--- config.mk ---
export PLATFORM = sky130hd
export DESIGN_NAME = i2s_unit_core
export DESIGN_NICKNAME = d
export VERILOG_FILES = /design/src/rtl/i2s_unit_core_pkg.sv /design/src/rtl/i2s_sck_divider.sv /design/src/rtl/i2s_unit_core.sv
export SDC_FILE = /design/constraint.sdc
export NUM_CORES = 1
export LEC_CHECK = 0
export CAP_MARGIN = 20
export CORE_MARGIN = 2
export CORE_UTILIZATION = 56
export DETAILED_ROUTE_END_ITERATION = 12
export GPL_ROUTABILITY_DRIVEN = 0
export PLACE_DENSITY = 0.89
export SLEW_MARGIN = 20
export SYNTH_ARGS = -nofsm -noshare
export SYNTH_HDL_FRONTEND = slang
export SYNTH_HIERARCHICAL = 1
export SYNTH_SLANG_ARGS = --single-unit
export TNS_END_PERCENT = 30
--- constraint.sdc ---
create_clock -name clk -period 5.9 [get_ports clk]
set_input_delay 0.59 -clock clk [delete_from_list [all_inputs] [get_ports clk]]
set_output_delay 0.59 -clock clk [all_outputs]
set_load 0.03 [all_outputs]
--- src/rtl/i2s_unit_core_pkg.sv ---
// Shared constants, rate codes, FSM states and the rate-to-half-period lookup.
// Latency: n/a (declarations only).
// Backpressure: n/a.
package i2s_unit_core_pkg;

  localparam int MCLK_PERIOD    = 10;  // master clock period in ns
  localparam int I2S_FRAME_BITS = 64;

  typedef enum logic [1:0] {
    RATE_DIV8  = 2'b00,
    RATE_DIV4  = 2'b01,
    RATE_DIV2  = 2'b10,
    RATE_DIV2B = 2'b11
  } rate_e;

  typedef enum logic {
    ST_IDLE = 1'b0,
    ST_PLAY = 1'b1
  } state_e;

  // Half-period of sck in master clocks for a given rate code.
  function automatic logic [2:0] half_of(input logic [1:0] code);
    case (rate_e'(code))
      RATE_DIV8: return 3'd4;
      RATE_DIV4: return 3'd2;
      default:   return 3'd1;
    endcase
  endfunction

endpackage

--- src/rtl/i2s_sck_divider.sv ---
// Generates sck from the master clock: HALF clocks low, then HALF clocks high.
// Latency: sck starts low on the first enabled clock; bit_end flags the last clock of each bit.
// Backpressure: none; deasserting en forces sck low and clears the phase counter.
module i2s_sck_divider (
  input  logic       clk,
  input  logic       rst_n,
  input  logic       en,
  input  logic [2:0] half,
  output logic       sck,
  output logic       bit_end
);

  logic [2:0] cnt_q, cnt_d;
  logic       sck_q, sck_d;
  logic       half_end;

  // bit_end is the last clock of the high phase: sck falls on the following edge
  assign half_end = en && (cnt_q == (half - 3'd1));
  assign bit_end  = half_end && sck_q;
  assign sck      = sck_q;

  // Phase counter and sck toggle at the end of every half period
  always_comb begin
    cnt_d = cnt_q;
    sck_d = sck_q;
    if (!en) begin
      cnt_d = 3'd0;
      sck_d = 1'b0;
    end else if (half_end) begin
      cnt_d = 3'd0;
      sck_d = ~sck_q;
    end else begin
      cnt_d = cnt_q + 3'd1;
    end
  end

  // Divider state registers
  always_ff @(posedge clk or negedge rst_n) begin
    if (!rst_n) begin
      cnt_q <= 3'd0;
      sck_q <= 1'b0;
    end else begin
      cnt_q <= cnt_d;
      sck_q <= sck_d;
    end
  end

endmodule

--- src/rtl/i2s_unit_core.sv ---
// I2S master serialiser: 24-bit stereo in 64-bit frames, one req_out pulse per frame fetched.
// Latency: PLAY starts the clock after play_in; first bit (left MSB) leads immediately with sck low.
// Backpressure: none; a missing tick_in just replays the stale holding register.
module i2s_unit_core
  import i2s_unit_core_pkg::*;
(
  input  logic        clk,
  input  logic        rst_n,
  input  logic        play_in,
  input  logic        tick_in,
  input  logic [23:0] audio_in_0,
  input  logic [23:0] audio_in_1,
  input  logic        cfg_in,
  input  logic [31:0] cfg_reg_in,
  output logic        req_out,
  output logic        ws_out,
  output logic        sck_out,
  output logic        sdo_out
);

  state_e      state_q, state_d;
  logic [47:0] hold_q;
  logic [47:0] shift_q, shift_d;
  logic [5:0]  bit_cnt_q, bit_cnt_d;
  logic [1:0]  rate_q;
  logic [2:0]  half_q, half_d;
  logic        req_q, req_d;
  logic        bit_end;
  logic        playing;
  logic        data_slot;
  logic        unused_cfg;

  assign unused_cfg = ^cfg_reg_in[31:2];

  assign playing   = (state_q == ST_PLAY);
  // bit_cnt 24..31 and 56..63 are the zero pad slots
  assign data_slot = (bit_cnt_q[4:3] != 2'b11);

  i2s_sck_divider u_div (
    .clk     (clk),
    .rst_n   (rst_n),
    .en      (playing),
    .half    (half_q),
    .sck     (sck_out),
    .bit_end (bit_end)
  );

  // ws leads the right word by one bit and drops one bit before the next left word
  assign ws_out  = playing && (bit_cnt_q >= 6'd31) && (bit_cnt_q != 6'd63);
  assign sdo_out = playing && data_slot && shift_q[47];
  assign req_out = req_q;

  // Next-state: frame start/reload, shifting, bit counting and divider rate hand-over
  always_comb begin
    state_d   = state_q;
    shift_d   = shift_q;
    bit_cnt_d = bit_cnt_q;
    half_d    = half_q;
    req_d     = 1'b0;
    case (state_q)
      ST_IDLE: begin
        half_d = half_of(rate_q);
        if (play_in) begin
          state_d   = ST_PLAY;
          shift_d   = hold_q;
          bit_cnt_d = 6'd0;
          req_d     = 1'b1;
        end
      end
      ST_PLAY: begin
        if (bit_end) begin
          bit_cnt_d = bit_cnt_q + 6'd1;
          if (data_slot) shift_d = {shift_q[46:0], 1'b0};
          if (bit_cnt_q == 6'(I2S_FRAME_BITS - 1)) begin
            half_d = half_of(rate_q);
            if (play_in) begin
              shift_d = hold_q;
              req_d   = 1'b1;
            end else begin
              state_d = ST_IDLE;
            end
          end
        end
      end
      default: state_d = ST_IDLE;
    endcase
  end

  // State, datapath, holding and config registers
  always_ff @(posedge clk or negedge rst_n) begin
    if (!rst_n) begin
      state_q   <= ST_IDLE;
      shift_q   <= 48'h0;
      bit_cnt_q <= 6'd0;
      half_q    <= 3'd4;
      req_q     <= 1'b0;
      hold_q    <= 48'h0;
      rate_q    <= 2'b00;
    end else begin
      state_q   <= state_d;
      shift_q   <= shift_d;
      bit_cnt_q <= bit_cnt_d;
      half_q    <= half_d;
      req_q     <= req_d;
      if (tick_in) hold_q <= {audio_in_0, audio_in_1};
      if (cfg_in)  rate_q <= cfg_reg_in[1:0];
    end
  end

endmodule

## Word level (Yosys, flattened, before mapping)

Cells that the tools add are included.

| word-level totals | value |
|---|---|
| register bits | 113 |
| input bits | 85 |
| output and inout bits | 4 |
| word-level logic and storage cells | 57 |

| cells by class | value |
|---|---|
| $add $sub $neg | 3 |
| magnitude comparators | 1 |
| equal/unequal tests | 9 |
| mux-type cells | 24 |
| bitwise logic cells | 2 |
| reduce and logical (&&, ||, !) cells | 9 |

Operators by type and width:

| operator | number |
|---|---|
| 48-bit 2-to-1 mux | 5 |
| 48-bit case mux with 2 select lines | 1 |
| 3-bit 2-to-1 mux | 4 |
| 6-bit 2-to-1 mux | 2 |
| 3-bit case mux with 2 select lines | 2 |
| 6-bit case mux with 2 select lines | 1 |
| 1-bit 2-to-1 mux | 7 |
| 6-bit by 1-bit adder with 6-bit output (second input constant) | 1 |
| 6-bit == test (second input constant) | 1 |
| 6-bit by 5-bit greater-or-equal comparator with 1-bit output (second input constant) | 1 |
| 1-bit logical AND | 6 |
| 2-bit by 1-bit inequality test with 1-bit output (second input constant) | 3 |
| 6-bit inequality test (second input constant) | 1 |
| 2-bit inequality test (second input constant) | 2 |
| 1-bit case mux with 2 select lines | 2 |
| 2-bit AND reduction | 2 |
| 3-bit by 1-bit adder with 3-bit output (second input constant) | 1 |
| 3-bit == test | 1 |
| 3-bit by 1-bit subtractor with 3-bit output (second input constant) | 1 |
| 2-bit by 1-bit == test with 1-bit output (second input constant) | 1 |
| 2-bit logical NOT | 1 |
| 1-bit inverter | 2 |

## Depth between registers and ports, before layout

Gate-level depths: netlist of run 1.

| logic depth | value |
|---|---|
| word-level depth | 6 |
| mapped depth | 13 |
| depth with buffers taken out | 10 |

## Cells and area by module

Netlist of run 1, hierarchy kept.

Modules (own cells, without submodules):

| module | instances | cells an instance | area an instance (µm²) | seq. area each (µm²) |
|---|---|---|---|---|
| i2s_unit_core | 1 | 341 | 4,619.4 | 2,728.9 |
| i2s_sck_divider | 1 | 26 | 271.5 | 100.1 |

## Worst setup path after synthesis of run 1

Ideal clock, no wire load.

| timing path | value |
|---|---|
| kind | reg2reg |
| from | register half_q[0] |
| to | register shift_q[32] |
| setup time | 123 ps |
| data arrival time | 2,138 ps |
| data required time | 5,777 ps |
| setup slack | 3,640 ps |
| cell stages (with the launch flop) | 13 |
| buffers on the path | 2 |
| period minus slack after synthesis | 2,260 ps |
| cell sequence | dfrtp_1 inv_1 ha_1 xor2_1 nand3_1 nor2_1 buf_6 and3_4 a21oi_4 inv_2 buf_6 or2b_1 o221a_2 |

| between the ends | value |
|---|---|
| cells in the longest elaborated chain, start to end | 6 |

Ends and longest elaborated chain:

| what | line | source |
|---|---|---|
| start, declared | i2s_unit_core.sv:26 | `logic [2:0] half_q, half_d;` |
| start signal, assigned | i2s_unit_core.sv:103 | `half_q <= half_d;` |
| 3-bit by 1-bit subtractor with 3-bit output | i2s_sck_divider.sv:18 | `assign half_end = en && (cnt_q == (half - 3'd1));` |
| 3-bit == test | i2s_sck_divider.sv:18 |  |
| 1-bit logical AND | i2s_sck_divider.sv:18 |  |
| 1-bit logical AND | i2s_sck_divider.sv:19 | `assign bit_end = half_end && sck_q;` |
| net bit_end | i2s_unit_core.sv:28 | `logic bit_end;` |
| 2-bit by 1-bit inequality test with 1-bit output (no line) | -- |  |
| 2-bit AND reduction (no line) | -- |  |
| end signal, assigned | i2s_unit_core.sv:101 | `shift_q <= shift_d;` |
| end, declared | i2s_unit_core.sv:23 | `logic [47:0] shift_q, shift_d;` |

The timed path passes the listed nets, and every way through them passes these cells.
A chain may end at the register's enable or synchronous reset.

## Worst setup path after layout of run 1

| timing path | value |
|---|---|
| from | register half_q[0] |
| to | register shift_q[36] |

Same word-level chain as after synthesis.

==> impl_metrics.prom, run 1 <==
# TYPE chip_impl_metric gauge
chip_impl_info{name="outcome",value="complete, no violations"} 1
chip_impl_metric{name="worst_setup_hold_path_clk_slew",unit="ns"} 0.05
chip_impl_metric{name="cts_buffers",unit=""} 17
chip_impl_metric{name="post_syn_nets",unit=""} 455
chip_impl_metric{name="multi_input_area",unit="sq mm"} 0.00189
chip_impl_info{name="worst_setup_sp_type",value="flip-flop"} 1
chip_impl_metric{name="timing_max_transition_violations_final",unit=""} 0
chip_impl_info{name="setup.worst_path.class",value="flip-flop to flip-flop"} 1
chip_impl_metric{name="finalWorstSetupSlack",unit="ns"} 2.64
chip_impl_metric{name="yosys_register_bits",unit=""} 113
chip_impl_metric{name="post_synth.cell_area_avg",unit="sq um"} 13.3
chip_impl_metric{name="buffer_ports.inserted",unit=""} 58
chip_impl_info{name="reg2reg_to",value="shift_q[36]"} 1
chip_impl_metric{name="grt_use_total",unit="%"} 21.5
chip_impl_metric{name="netlist_instances",unit=""} 367
chip_impl_metric{name="cts_setup_buffers",unit=""} 0
chip_impl_metric{name="initialDrtViolationCount",unit=""} 164
chip_impl_metric{name="setup_tns",unit="ns"} 0
chip_impl_info{name="cts_tree",value="yes"} 1
chip_impl_metric{name="ff_latch_area",unit="sq mm"} 0.00283
chip_impl_info{name="rsz0062_at_grt",value="no"} 1
chip_impl_metric{name="cts-htree-levels",unit=""} 4
chip_impl_info{name="worst_r2r_startpoint",value="half_q[0]"} 1
chip_impl_metric{name="synth_sequential_area_ratio",unit="%"} 57.8
chip_impl_metric{name="worst-endpoint-required",unit="ns"} 6.29
chip_impl_metric{name="finalSetupViolations",unit=""} 0
chip_impl_metric{name="io-pin-count",unit=""} 89
chip_impl_metric{name="area_of_the_core",unit="sq mm"} 0.00859
chip_impl_metric{name="route.antenna.remaining_nets",unit=""} 0
chip_impl_metric{name="regToRegSetupSlack",unit="ns"} 2.64
chip_impl_metric{name="power.static_leakage",unit="nW"} 2.48
chip_impl_info{name="clockRootBuffer",value="clkbuf_8"} 1
chip_impl_metric{name="total_power",unit="mW"} 2.73
chip_impl_metric{name="max_freq",unit="MHz"} 307
chip_impl_metric{name="gr-usage-met3",unit="%"} 6.19
chip_impl_metric{name="reg2regPathDepth",unit=""} 10
chip_impl_metric{name="num-nets-final",unit=""} 513
chip_impl_metric{name="gr-usage-met1",unit="%"} 28.2
chip_impl_info{name="busiest_layer",value="met2"} 1
chip_impl_metric{name="cts-root-to-sink-buffers",unit=""} 2
chip_impl_metric{name="preCtsSetupSlack",unit="ns"} 2.67
chip_impl_metric{name="routed_wirelength",unit="um"} 9370
chip_impl_metric{name="critPathArrivalTime",unit="ns"} 3.65
chip_impl_metric{name="synth.distinct_cells",unit=""} 42
chip_impl_metric{name="initial_antenna_violation_count",unit=""} 0
chip_impl_info{name="crit_path_end_kind",value="flip-flop"} 1
chip_impl_metric{name="ctsHoldBuffers",unit=""} 0
chip_impl_metric{name="first_global_vias",unit=""} 3343
chip_impl_metric{name="insertion_delay",unit="ns"} 0.51
chip_impl_info{name="min_path_type",value="primary input to async pin"} 1
chip_impl_metric{name="post-route-period-util",unit="%"} 55.3
chip_impl_metric{name="ctsResizeCount",unit=""} 0
chip_impl_metric{name="crit_fanout",unit=""} 39
chip_impl_metric{name="maxCapViolCount",unit=""} 0
chip_impl_metric{name="wl_per_cell",unit="um"} 17.2
chip_impl_metric{name="drt_pass1_iterations",unit=""} 4
chip_impl_metric{name="chipHeight",unit="um"} 97.5
chip_impl_metric{name="grt_first_pass_wirelength",unit="um"} 16200
chip_impl_metric{name="place.detailed.hpwl",unit="um"} 5620
chip_impl_metric{name="timing.slew.headroom",unit="%"} 37.1
chip_impl_metric{name="groute.layer.met2.usage",unit="%"} 34.2
chip_impl_metric{name="final_hold_viols",unit=""} 0
chip_impl_metric{name="number_of_vias_per_cell",unit=""} 5.82
chip_impl_metric{name="drc",unit=""} 0
chip_impl_metric{name="areaGrowthSynthToFinish",unit="%"} 24.7
chip_impl_metric{name="num-fill-cells",unit=""} 597
chip_impl_metric{name="dieArea",unit="sq mm"} 0.00950
chip_impl_metric{name="num_rows",unit=""} 34
chip_impl_metric{name="die_width",unit="um"} 97.5
chip_impl_metric{name="finalWorstPathRequiredPeriod",unit="ns"} 3.26
chip_impl_metric{name="effective_utilization_at_floorplan",unit="%"} 56.9
chip_impl_metric{name="synth.cell_area",unit="sq mm"} 0.00489
chip_impl_metric{name="powerDensity",unit="mW/mm^2"} 448
chip_impl_metric{name="drive_above_1_share",unit="%"} 29.5
chip_impl_metric{name="peakVddDrop",unit="V"} 0.000216
chip_impl_metric{name="grt_start_max_net_pins",unit=""} 59
chip_impl_metric{name="routed-via-count",unit=""} 3170
chip_impl_metric{name="overflow",unit=""} 0
chip_impl_metric{name="yosys_warnings",unit=""} 6
chip_impl_metric{name="clock-sinks",unit=""} 113
chip_impl_metric{name="tightest_slew",unit="ns"} 0.943
chip_impl_metric{name="antenna-diode-count",unit=""} 0
chip_impl_metric{name="finalClockSkew",unit="ns"} 0.00973
flip-flops by register name, summed over array words and instances, names as in the netlist:
signal,cells
rate_q,2
playing,1
half_q,3
u_div/sck,1
shift_q,48
u_div/cnt_q,3
hold_q,48
bit_cnt_q,6
req_out,1
where the power goes:
part           switching, mW  internal [mW]
clock network          0.340          0.683
registers              0.156           1.01
logic                  0.215          0.329
placed cells by master (no fill, tap or decap), types with 2 or more instances in the layout:
cell               n
a21oi_1            2
a2bb2oi_1         10
and3_1             3
and4_4             2
buf_4              3
bufinv_16          3
clkbuf_16         16
clkbuf_8           5
clkdlybuf4s50_1   56
clkinv_2           2
clkinvlp_4         4
dfrtp_1          112
ha_1               3
inv_1              6
mux2_2            51
mux2i_1            2
nand2_1           21
nand2b_1          37
nand3_1            5
nand3_2            2
nand3b_1           2
nand4_1            2
nor2_1             6
o21a_1             2
o21ai_0           16
o21ai_1            2
o221a_1            2
o221a_2           35
or2b_1             2
xnor2_1            4
xor2_1             3
stage by stage:
stage | hold WS, ns | cell area [sq um] | utilization [%] | std cells
after global routing | 0.174 | 6100 | 71.0 | 545
after CTS | 0.140 | 6070 | 70.6 | 544
after detailed placement | 0.475 | 5470 | 63.6 | 513
final | 0.119 | 6100 | 71.0 | 545
after global placement | 0.459 | 5470 | 63.6 | 513
after floorplan | 0.294 | 4890 | - | 367
Yosys cell counts:
| master | number | area share, % |
|---|---|---|
| a2bb2oi_1 | 10 | 1.8 |
| buf_4 | 1 | 0.15 |
| xor2_1 | 3 | 0.54 |
| a41o_1 | 1 | 0.20 |
| o21ai_1 | 2 | 0.20 |
| xnor2_1 | 4 | 0.72 |
| inv_1 | 6 | 0.46 |
| a311oi_1 | 1 | 0.18 |
| ha_1 | 3 | 0.77 |
| nand4_1 | 2 | 0.26 |
| xnor3_1 | 1 | 0.46 |
| inv_2 | 1 | 0.077 |
| dfrtp_1 | 112 | 57 |
| a211oi_1 | 1 | 0.15 |
| mux2_2 | 51 | 12 |
| a31oi_1 | 1 | 0.13 |
| nand3_2 | 1 | 0.20 |
| a22o_1 | 1 | 0.18 |
| buf_2 | 10 | 1.0 |
| and4_4 | 2 | 0.46 |
| dfstp_2 | 1 | 0.54 |
| nand3b_1 | 2 | 0.31 |
| and3_4 | 1 | 0.23 |
| o221a_1 | 2 | 0.46 |
| nand2_1 | 21 | 1.6 |
| nor2_1 | 6 | 0.46 |
| nand3_1 | 6 | 0.61 |
| and2b_1 | 1 | 0.15 |
| o21a_1 | 2 | 0.31 |
| and2_1 | 1 | 0.13 |
| and3b_1 | 1 | 0.18 |
| a21oi_1 | 2 | 0.20 |
| buf_6 | 7 | 1.6 |
| clkbuf_2 | 1 | 0.10 |
| a21oi_4 | 1 | 0.33 |
| o221a_2 | 35 | 8.1 |
| mux2i_1 | 2 | 0.41 |
| clkbuf_1 | 3 | 0.23 |
| nand2b_1 | 37 | 4.7 |
| or2b_1 | 2 | 0.31 |
| and3_1 | 3 | 0.38 |
| o21ai_0 | 16 | 1.6 |
area by class of cell:
cell class                 instances  area share, %
multi-input combinational        225           31.0
clock inverter                     9           2.13
tap                              108           2.22
sequential                       113           46.4
inverter                           7          0.431
timing repair buffer              61           10.1
clock buffer                      22           7.76
per-layer routing:
metal / routed length, um / part of all wire (%)
met5: 0 / 0
met4: 119 / 1.3
met3: 374 / 4.0
met2: 4780 / 51
met1: 4090 / 44
logic make-up after synthesis:
group,after synthesis,synth area share [%]
AND/OR/NAND/NOR,86,10.0
AO/OA/AOI/OAI,75,13.8
buffers and inverters,29,3.66
adder cells (fa/ha/maj),3,0.768
multiplexers,53,12.2
XOR/XNOR,8,1.71
flip-flops,113,57.8
worst max path at each step:
stage	slack [ns]	endpoint	depth (start not counted)	startpoint
2_1_floorplan	3.64	shift_q[32]	12	half_q[0]
3_3_place_gp	2.86	shift_q[36]	10	half_q[0]
3_5_place_dp	2.67	shift_q[36]	10	half_q[0]
4_1_cts	2.65	shift_q[36]	10	half_q[0]
5_1_grt	2.43	shift_q[36]	10	half_q[0]
6_report	2.64	shift_q[36]	10	half_q[0]
critical path: stages, from the launching register on:
cell and delay, ns:
dfrtp_1 0.39, inv_1 0.06, ha_1 0.30, xor2_1 0.35, nand3_1 0.19, nor2_1 0.54
and3_4 0.30, a21oi_4 0.10, inv_2 0.49, or2b_1 0.30, o221a_2 0.12
Note: power is estimated with default switching activity, not from simulation.
==> run 2, diff against run 1 <==
Settings changed: CORE_UTILIZATION 56 to 52, PLACE_DENSITY 0.89 to 0.83.
Clock period 5.9 ns to 3.35 ns, I/O delays scaled along.
==> impl_metrics.prom, run 2 (same netlist as run 1, synthesis figures left out) <==
# TYPE chip_impl_metric gauge
chip_impl_metric{name="setup_tns",unit="ns"} 0
chip_impl_metric{name="max_freq",unit="MHz"} 361
chip_impl_metric{name="clock-sinks",unit=""} 113
chip_impl_metric{name="antenna-diode-count",unit=""} 0
chip_impl_metric{name="drc",unit=""} 0
chip_impl_info{name="worst_setup_sp_type",value="flip-flop"} 1
chip_impl_metric{name="wl_per_cell",unit="um"} 16.7
chip_impl_metric{name="areaGrowthSynthToFinish",unit="%"} 25.4
chip_impl_metric{name="crit_fanout",unit=""} 14
chip_impl_metric{name="drive_above_1_share",unit="%"} 30.2
chip_impl_metric{name="maxCapViolCount",unit=""} 0
chip_impl_info{name="outcome",value="complete, no violations"} 1
chip_impl_info{name="clockRootBuffer",value="clkbuf_8"} 1
chip_impl_info{name="biggestRegsByFlops",value="hold_q: 48 flops, shift_q: 48 flops, bit_cnt_q: 6 flops"} 1
chip_impl_metric{name="ctsResizeCount",unit=""} 0
chip_impl_metric{name="route.antenna.remaining_nets",unit=""} 0
chip_impl_metric{name="grt_start_max_net_pins",unit=""} 69
chip_impl_info{name="crit_path_end_kind",value="flip-flop"} 1
chip_impl_metric{name="finalClockSkew",unit="ns"} 0.0127
chip_impl_metric{name="timing_max_transition_violations_final",unit=""} 0
chip_impl_metric{name="dieArea",unit="sq mm"} 0.0102
chip_impl_info{name="layout_commonest_cell",value="dfrtp_1"} 1
chip_impl_metric{name="critPathArrivalTime",unit="ns"} 3.14
chip_impl_metric{name="io-pin-count",unit=""} 89
chip_impl_metric{name="cts_setup_buffers",unit=""} 0
chip_impl_metric{name="switching_power",unit="mW"} 1.27
chip_impl_metric{name="worst_setup_hold_path_clk_slew",unit="ns"} 0.06
chip_impl_metric{name="preCtsSetupSlack",unit="ns"} 0.659
chip_impl_info{name="cts_tree",value="yes"} 1
chip_impl_metric{name="seq_power_share",unit="%"} 43.1
chip_impl_metric{name="drt_pass1_iterations",unit=""} 5
chip_impl_metric{name="cts-htree-levels",unit=""} 4
chip_impl_metric{name="first_global_vias",unit=""} 3238
chip_impl_metric{name="post-route-period-util",unit="%"} 82.6
chip_impl_metric{name="grt_first_pass_wirelength",unit="um"} 15600
chip_impl_metric{name="place.detailed.hpwl",unit="um"} 5590
chip_impl_metric{name="initial_antenna_violation_count",unit=""} 0
chip_impl_metric{name="slowest_delay",unit="ns"} 0.39
chip_impl_metric{name="finalWorstSetupSlack",unit="ns"} 0.583
chip_impl_metric{name="clock_power_share",unit="%"} 36.7
chip_impl_metric{name="grt_use_total",unit="%"} 19.7
chip_impl_metric{name="num_rows",unit=""} 35
chip_impl_metric{name="num-nets-final",unit=""} 518
chip_impl_metric{name="power.share.switching",unit="%"} 26.7
chip_impl_info{name="cpMostUsedCell",value="buf_4"} 1
chip_impl_info{name="worst_r2r_startpoint",value="half_q[0]"} 1
chip_impl_metric{name="crit_buf_inv",unit=""} 4
chip_impl_info{name="worst_path_max_delay_cell",value="xor2_1"} 1
chip_impl_info{name="worst_path_dominant_cell_family",value="buffers and inverters"} 1
chip_impl_metric{name="insertion_delay",unit="ns"} 0.50
chip_impl_info{name="min_path_type",value="primary input to flip-flop"} 1
chip_impl_metric{name="peakVddDrop",unit="V"} 0.000356
chip_impl_info{name="layout.cells.most_common_list",value="112 x dfrtp_1, 56 x clkdlybuf4s50_1, 51 x mux2_2, 37 x nand2b_1, 35 x o221a_2"} 1
chip_impl_metric{name="tightest_slew",unit="ns"} 0.865
chip_impl_metric{name="power.share.combinational",unit="%"} 20.2
chip_impl_metric{name="powerDensity",unit="mW/mm^2"} 774
chip_impl_metric{name="initialDrtViolationCount",unit=""} 152
chip_impl_metric{name="finalWorstPathRequiredPeriod",unit="ns"} 2.77
chip_impl_metric{name="area_of_the_core",unit="sq mm"} 0.00920
chip_impl_metric{name="cts_buffers",unit=""} 17
chip_impl_metric{name="buffer_ports.inserted",unit=""} 58
chip_impl_metric{name="worst_hold_margin",unit="ns"} 0.387
chip_impl_metric{name="ctsHoldBuffers",unit=""} 1
chip_impl_info{name="setup.worst_path.class",value="flip-flop to flip-flop"} 1
chip_impl_metric{name="internal-power",unit="mW"} 3.48
chip_impl_metric{name="cts-root-to-sink-buffers",unit=""} 2
chip_impl_metric{name="power.static_leakage",unit="nW"} 2.50
chip_impl_metric{name="fin_util",unit="%"} 66.7
chip_impl_metric{name="die_width",unit="um"} 101
chip_impl_metric{name="routed-via-count",unit=""} 3139
chip_impl_info{name="critical_path.cell_chain",value="inv_1 > ha_1 > xor2_1 > nand3_1 > nor2_1 > buf_4 > and3_4 > a21oi_4 > inv_2 > buf_4 > nand2b_1 > o221a_2"} 1
chip_impl_metric{name="timing.slew.headroom",unit="%"} 42.3
chip_impl_info{name="rsz0062_at_grt",value="no"} 1
chip_impl_info{name="hold_path.startpoint",value="tick_in"} 1
chip_impl_metric{name="overflow",unit=""} 0
chip_impl_metric{name="number_of_vias_per_cell",unit=""} 5.67
chip_impl_info{name="crit_start",value="half_q[0]"} 1
chip_impl_metric{name="finalSetupViolations",unit=""} 0
chip_impl_metric{name="final_hold_viols",unit=""} 0
chip_impl_metric{name="chipHeight",unit="um"} 101
chip_impl_metric{name="routed_wirelength",unit="um"} 9250
chip_impl_metric{name="effective_utilization_at_floorplan",unit="%"} 53.2
chip_impl_metric{name="worst-endpoint-required",unit="ns"} 3.73
[run 2: changes by cell type in the layout (fill, tap and decap cells not counted), sizes merged]
cell / change
clkbuf: -1
buf: +4
clkinvlp: +1
dlygate4sd3: +1
inv: +2
bufinv: -1
[run 2: metal layers]
layer	vias to the layer above	track usage, %	wire (um)
li1	1471	-	-
met1	1587	25.4	4120
met2	77	33.1	4780
met3	4	4.23	274
met4	0	6.96	69
met5	-	0	0
[run 2: layout make-up]
cell class,instances,area [sq um]
Clock buffer,21,459
Clock inverter,11,129
Fill cell,668,3070
Inverter,7,26.3
Multi-Input combinational cell,225,1890
Sequential cell,113,2830
Tap cell,111,139
Timing Repair Buffer,66,661
[run 2: worst register-to-register path, cell delays in order, from the launching register on]
cell      delay [ns]
dfrtp_1         0.38
inv_1           0.07
ha_1            0.31
xor2_1          0.39
nand3_1         0.20
nor2_1          0.14
buf_4           0.17
and3_4          0.21
a21oi_4         0.10
inv_2           0.19
buf_4           0.24
nand2b_1        0.11
o221a_2         0.14
[run 2: power by group through the flow]
stage               sequential [mW]  clock, mW  combinational (mW)
finish                         2.04       1.74               0.959
global route                   2.09       1.83                1.05
CTS                            2.04       1.77               0.970
detailed placement             2.04          0               0.951
global placement               2.03          0               0.896
floorplan                      1.98          0               0.730
[run 2: path summary, 6_finish.rpt]
check,cells after the start,slack [ns],end
setup / recovery,12,0.58,shift_q[3]
hold / removal,2,0.39,hold_q[18]
setup reg to reg,12,0.58,shift_q[3]
hold reg to reg,1,0.50,hold_q[18]
max in group asynchronous,3,2.10,shift_q[20]
min in group asynchronous,2,0.51,hold_q[42]
[run 2: through the flow]
step                      std cells  total power, mW  instance area, sq um
after floorplan                 367             2.71                  4890
final                           554             4.75                  6130
after global routing            554             4.98                  6130
after detailed placement        520             2.99                  5510
after global placement          520             2.92                  5510
after CTS                       553             4.78                  6110
==> run 3, diff against run 2 <==
Clock period 3.35 ns to 2.6 ns, I/O delays scaled along.
==> impl_metrics.prom, run 3 (same netlist as run 1, synthesis figures left out) <==
# TYPE chip_impl_metric gauge
chip_impl_metric{name="grt_start_max_net_pins",unit=""} 64
chip_impl_metric{name="die_width",unit="um"} 101
chip_impl_metric{name="grt_first_pass_wirelength",unit="um"} 15900
chip_impl_info{name="clockRootBuffer",value="clkbuf_8"} 1
chip_impl_metric{name="maxCapViolCount",unit=""} 0
chip_impl_metric{name="buffer_ports.inserted",unit=""} 58
chip_impl_info{name="min_path_type",value="primary input to async pin"} 1
chip_impl_metric{name="placement.cell_area",unit="sq mm"} 0.00559
chip_impl_metric{name="effective_utilization_at_floorplan",unit="%"} 53.2
chip_impl_metric{name="crit_fanout",unit=""} 47
chip_impl_metric{name="grt_use_total",unit="%"} 20.2
chip_impl_metric{name="area_of_the_core",unit="sq mm"} 0.00920
chip_impl_metric{name="initialDrtViolationCount",unit=""} 169
chip_impl_info{name="worst_setup_sp_type",value="flip-flop"} 1
chip_impl_metric{name="num-fill-cells",unit=""} 651
chip_impl_metric{name="insertion_delay",unit="ns"} 0.51
chip_impl_metric{name="timing.slew.headroom",unit="%"} 51.7
chip_impl_metric{name="number_of_vias_per_cell",unit=""} 5.77
chip_impl_metric{name="antenna-diode-count",unit=""} 0
chip_impl_metric{name="power.static_leakage",unit="nW"} 2.53
chip_impl_metric{name="cts-htree-levels",unit=""} 4
chip_impl_info{name="crit_start",value="half_q[0]"} 1
chip_impl_metric{name="final_cell_area",unit="sq mm"} 0.00618
chip_impl_metric{name="max_freq",unit="MHz"} 398
chip_impl_info{name="setup.worst_path.class",value="flip-flop to flip-flop"} 1
chip_impl_metric{name="routed_wirelength",unit="um"} 9460
chip_impl_metric{name="drt_pass1_iterations",unit=""} 5
chip_impl_metric{name="tightest_slew",unit="ns"} 0.720
chip_impl_metric{name="overflow",unit=""} 0
chip_impl_metric{name="finalClockSkew",unit="ns"} 0.0111
chip_impl_metric{name="powerDensity",unit="mW/mm^2"} 984
chip_impl_info{name="layout.cells.most_common_list",value="112 x dfrtp_1, 55 x clkdlybuf4s50_1, 51 x mux2_2, 37 x nand2b_1, 35 x o221a_2"} 1
chip_impl_metric{name="drive_above_1_share",unit="%"} 30.8
chip_impl_metric{name="initial_antenna_violation_count",unit=""} 0
chip_impl_metric{name="chipHeight",unit="um"} 101
chip_impl_info{name="outcome",value="complete, no violations"} 1
chip_impl_metric{name="finalWorstPathRequiredPeriod",unit="ns"} 2.51
chip_impl_metric{name="io-pin-count",unit=""} 89
chip_impl_info{name="biggestRegsByFlops",value="hold_q: 48 flops, shift_q: 48 flops, bit_cnt_q: 6 flops"} 1
chip_impl_metric{name="finalSetupViolations",unit=""} 0
chip_impl_metric{name="timing_max_transition_violations_final",unit=""} 0
chip_impl_info{name="layout_commonest_cell",value="dfrtp_1"} 1
chip_impl_metric{name="final_hold_viols",unit=""} 0
chip_impl_metric{name="route.antenna.remaining_nets",unit=""} 0
chip_impl_info{name="worst_r2r_startpoint",value="half_q[0]"} 1
chip_impl_metric{name="cts_buffers",unit=""} 17
chip_impl_metric{name="worst-endpoint-required",unit="ns"} 3.04
chip_impl_metric{name="place.detailed.hpwl",unit="um"} 5730
chip_impl_metric{name="num_rows",unit=""} 35
chip_impl_metric{name="stdcell_count",unit=""} 556
chip_impl_metric{name="areaGrowthSynthToFinish",unit="%"} 26.3
chip_impl_metric{name="wl_per_cell",unit="um"} 17.0
chip_impl_metric{name="fin_util",unit="%"} 67.2
chip_impl_metric{name="clock-sinks",unit=""} 113
chip_impl_metric{name="post-route-period-util",unit="%"} 96.5
chip_impl_metric{name="first_global_vias",unit=""} 3321
chip_impl_metric{name="peakVddDrop",unit="V"} 0.000467
chip_impl_metric{name="critPathArrivalTime",unit="ns"} 2.95
chip_impl_metric{name="place_inst",unit=""} 523
chip_impl_metric{name="routed-via-count",unit=""} 3208
chip_impl_metric{name="setup_tns",unit="ns"} 0
chip_impl_metric{name="num-nets-final",unit=""} 520
chip_impl_metric{name="cts-root-to-sink-buffers",unit=""} 2
chip_impl_metric{name="dieArea",unit="sq mm"} 0.0102
chip_impl_info{name="crit_path_end_kind",value="flip-flop"} 1
chip_impl_metric{name="drc",unit=""} 0
chip_impl_metric{name="worst_setup_hold_path_clk_slew",unit="ns"} 0.06
chip_impl_info{name="cts_tree",value="yes"} 1
[run 3: changes by cell type in the layout (fill, tap and decap cells not counted), moves of 2 or more]
cell and delta:
clkinv_2 +5, clkinvlp_4 -2, buf_12 +3, buf_4 -2
inv_6 -2
[run 3: power breakdown]
| part | switching, mW | total (mW) | internal, mW |
|---|---|---|---|
| Sequential | 0.347 | 2.64 | 2.29 |
| Clock | 0.764 | 2.16 | 1.40 |
| Combinational | 0.511 | 1.28 | 0.769 |
[run 3: through the flow]
step	power [mW]	worst slack, ns	hold WS, ns
floorplan	3.49	0.340	-0.0356
global placement	3.78	0.226	0.326
detailed placement	3.87	0.0530	0.340
CTS	6.11	0.0153	0.328
global route	6.36	-0.00709	0.336
finish	6.08	0.0902	0.332
[run 3: routing by layer]
metal | track usage, % | vias up | part of all wire (%) | wire length (um)
met2 | 32.9 | 84 | 51 | 4820
li1 | - | 1477 | - | -
met1 | 25.8 | 1628 | 44 | 4130
met5 | 0 | - | 0 | 0
met4 | 9.15 | 0 | 2.3 | 215
met3 | 4.92 | 19 | 3.2 | 302
[run 3: final cells by class]
| class | count | area [sq um] | share of cell area (%) |
|---|---|---|---|
| clock buffers | 21 | 449 | 7.27 |
| clock inverters | 11 | 113 | 1.82 |
| inverters | 7 | 28.8 | 0.466 |
| multi-input cells | 225 | 1900 | 30.7 |
| flip-flops and latches | 113 | 2830 | 45.8 |
| well taps | 111 | 139 | 2.25 |
| repair buffers | 68 | 723 | 11.7 |
[run 3: worst max-delay path, cell delays in order (launching register included)]
cell and delay (ns):
dfrtp_1 0.38, inv_1 0.06, ha_1 0.21, xnor3_1 0.45
nand3_1 0.19, nor2_2 0.21, buf_4 0.19, nand3_2 0.12
nand3_2 0.15, buf_12 0.22, o221a_2 0.23
[run 3: repair_timing]
action	in CTS	in global routing
resized for setup	1	7
pin swaps	0	1
setup buffers	0	0
hold buffers	1	0
endpoints found under the setup margin	31	48
hold endpoints to repair	49	0
cloned	0	0
[run 3: final timing paths]
path	end	slack, ns	depth (start not counted)
max	shift_q[29]	0.09	10
max reg2reg	shift_q[29]	0.09	10
min reg2reg	hold_q[27]	0.49	1
min in group clk	hold_q[18]	0.34	3
max in group asynchronous	bit_cnt_q[3]	1.52	3
min	hold_q[37]	0.33	2
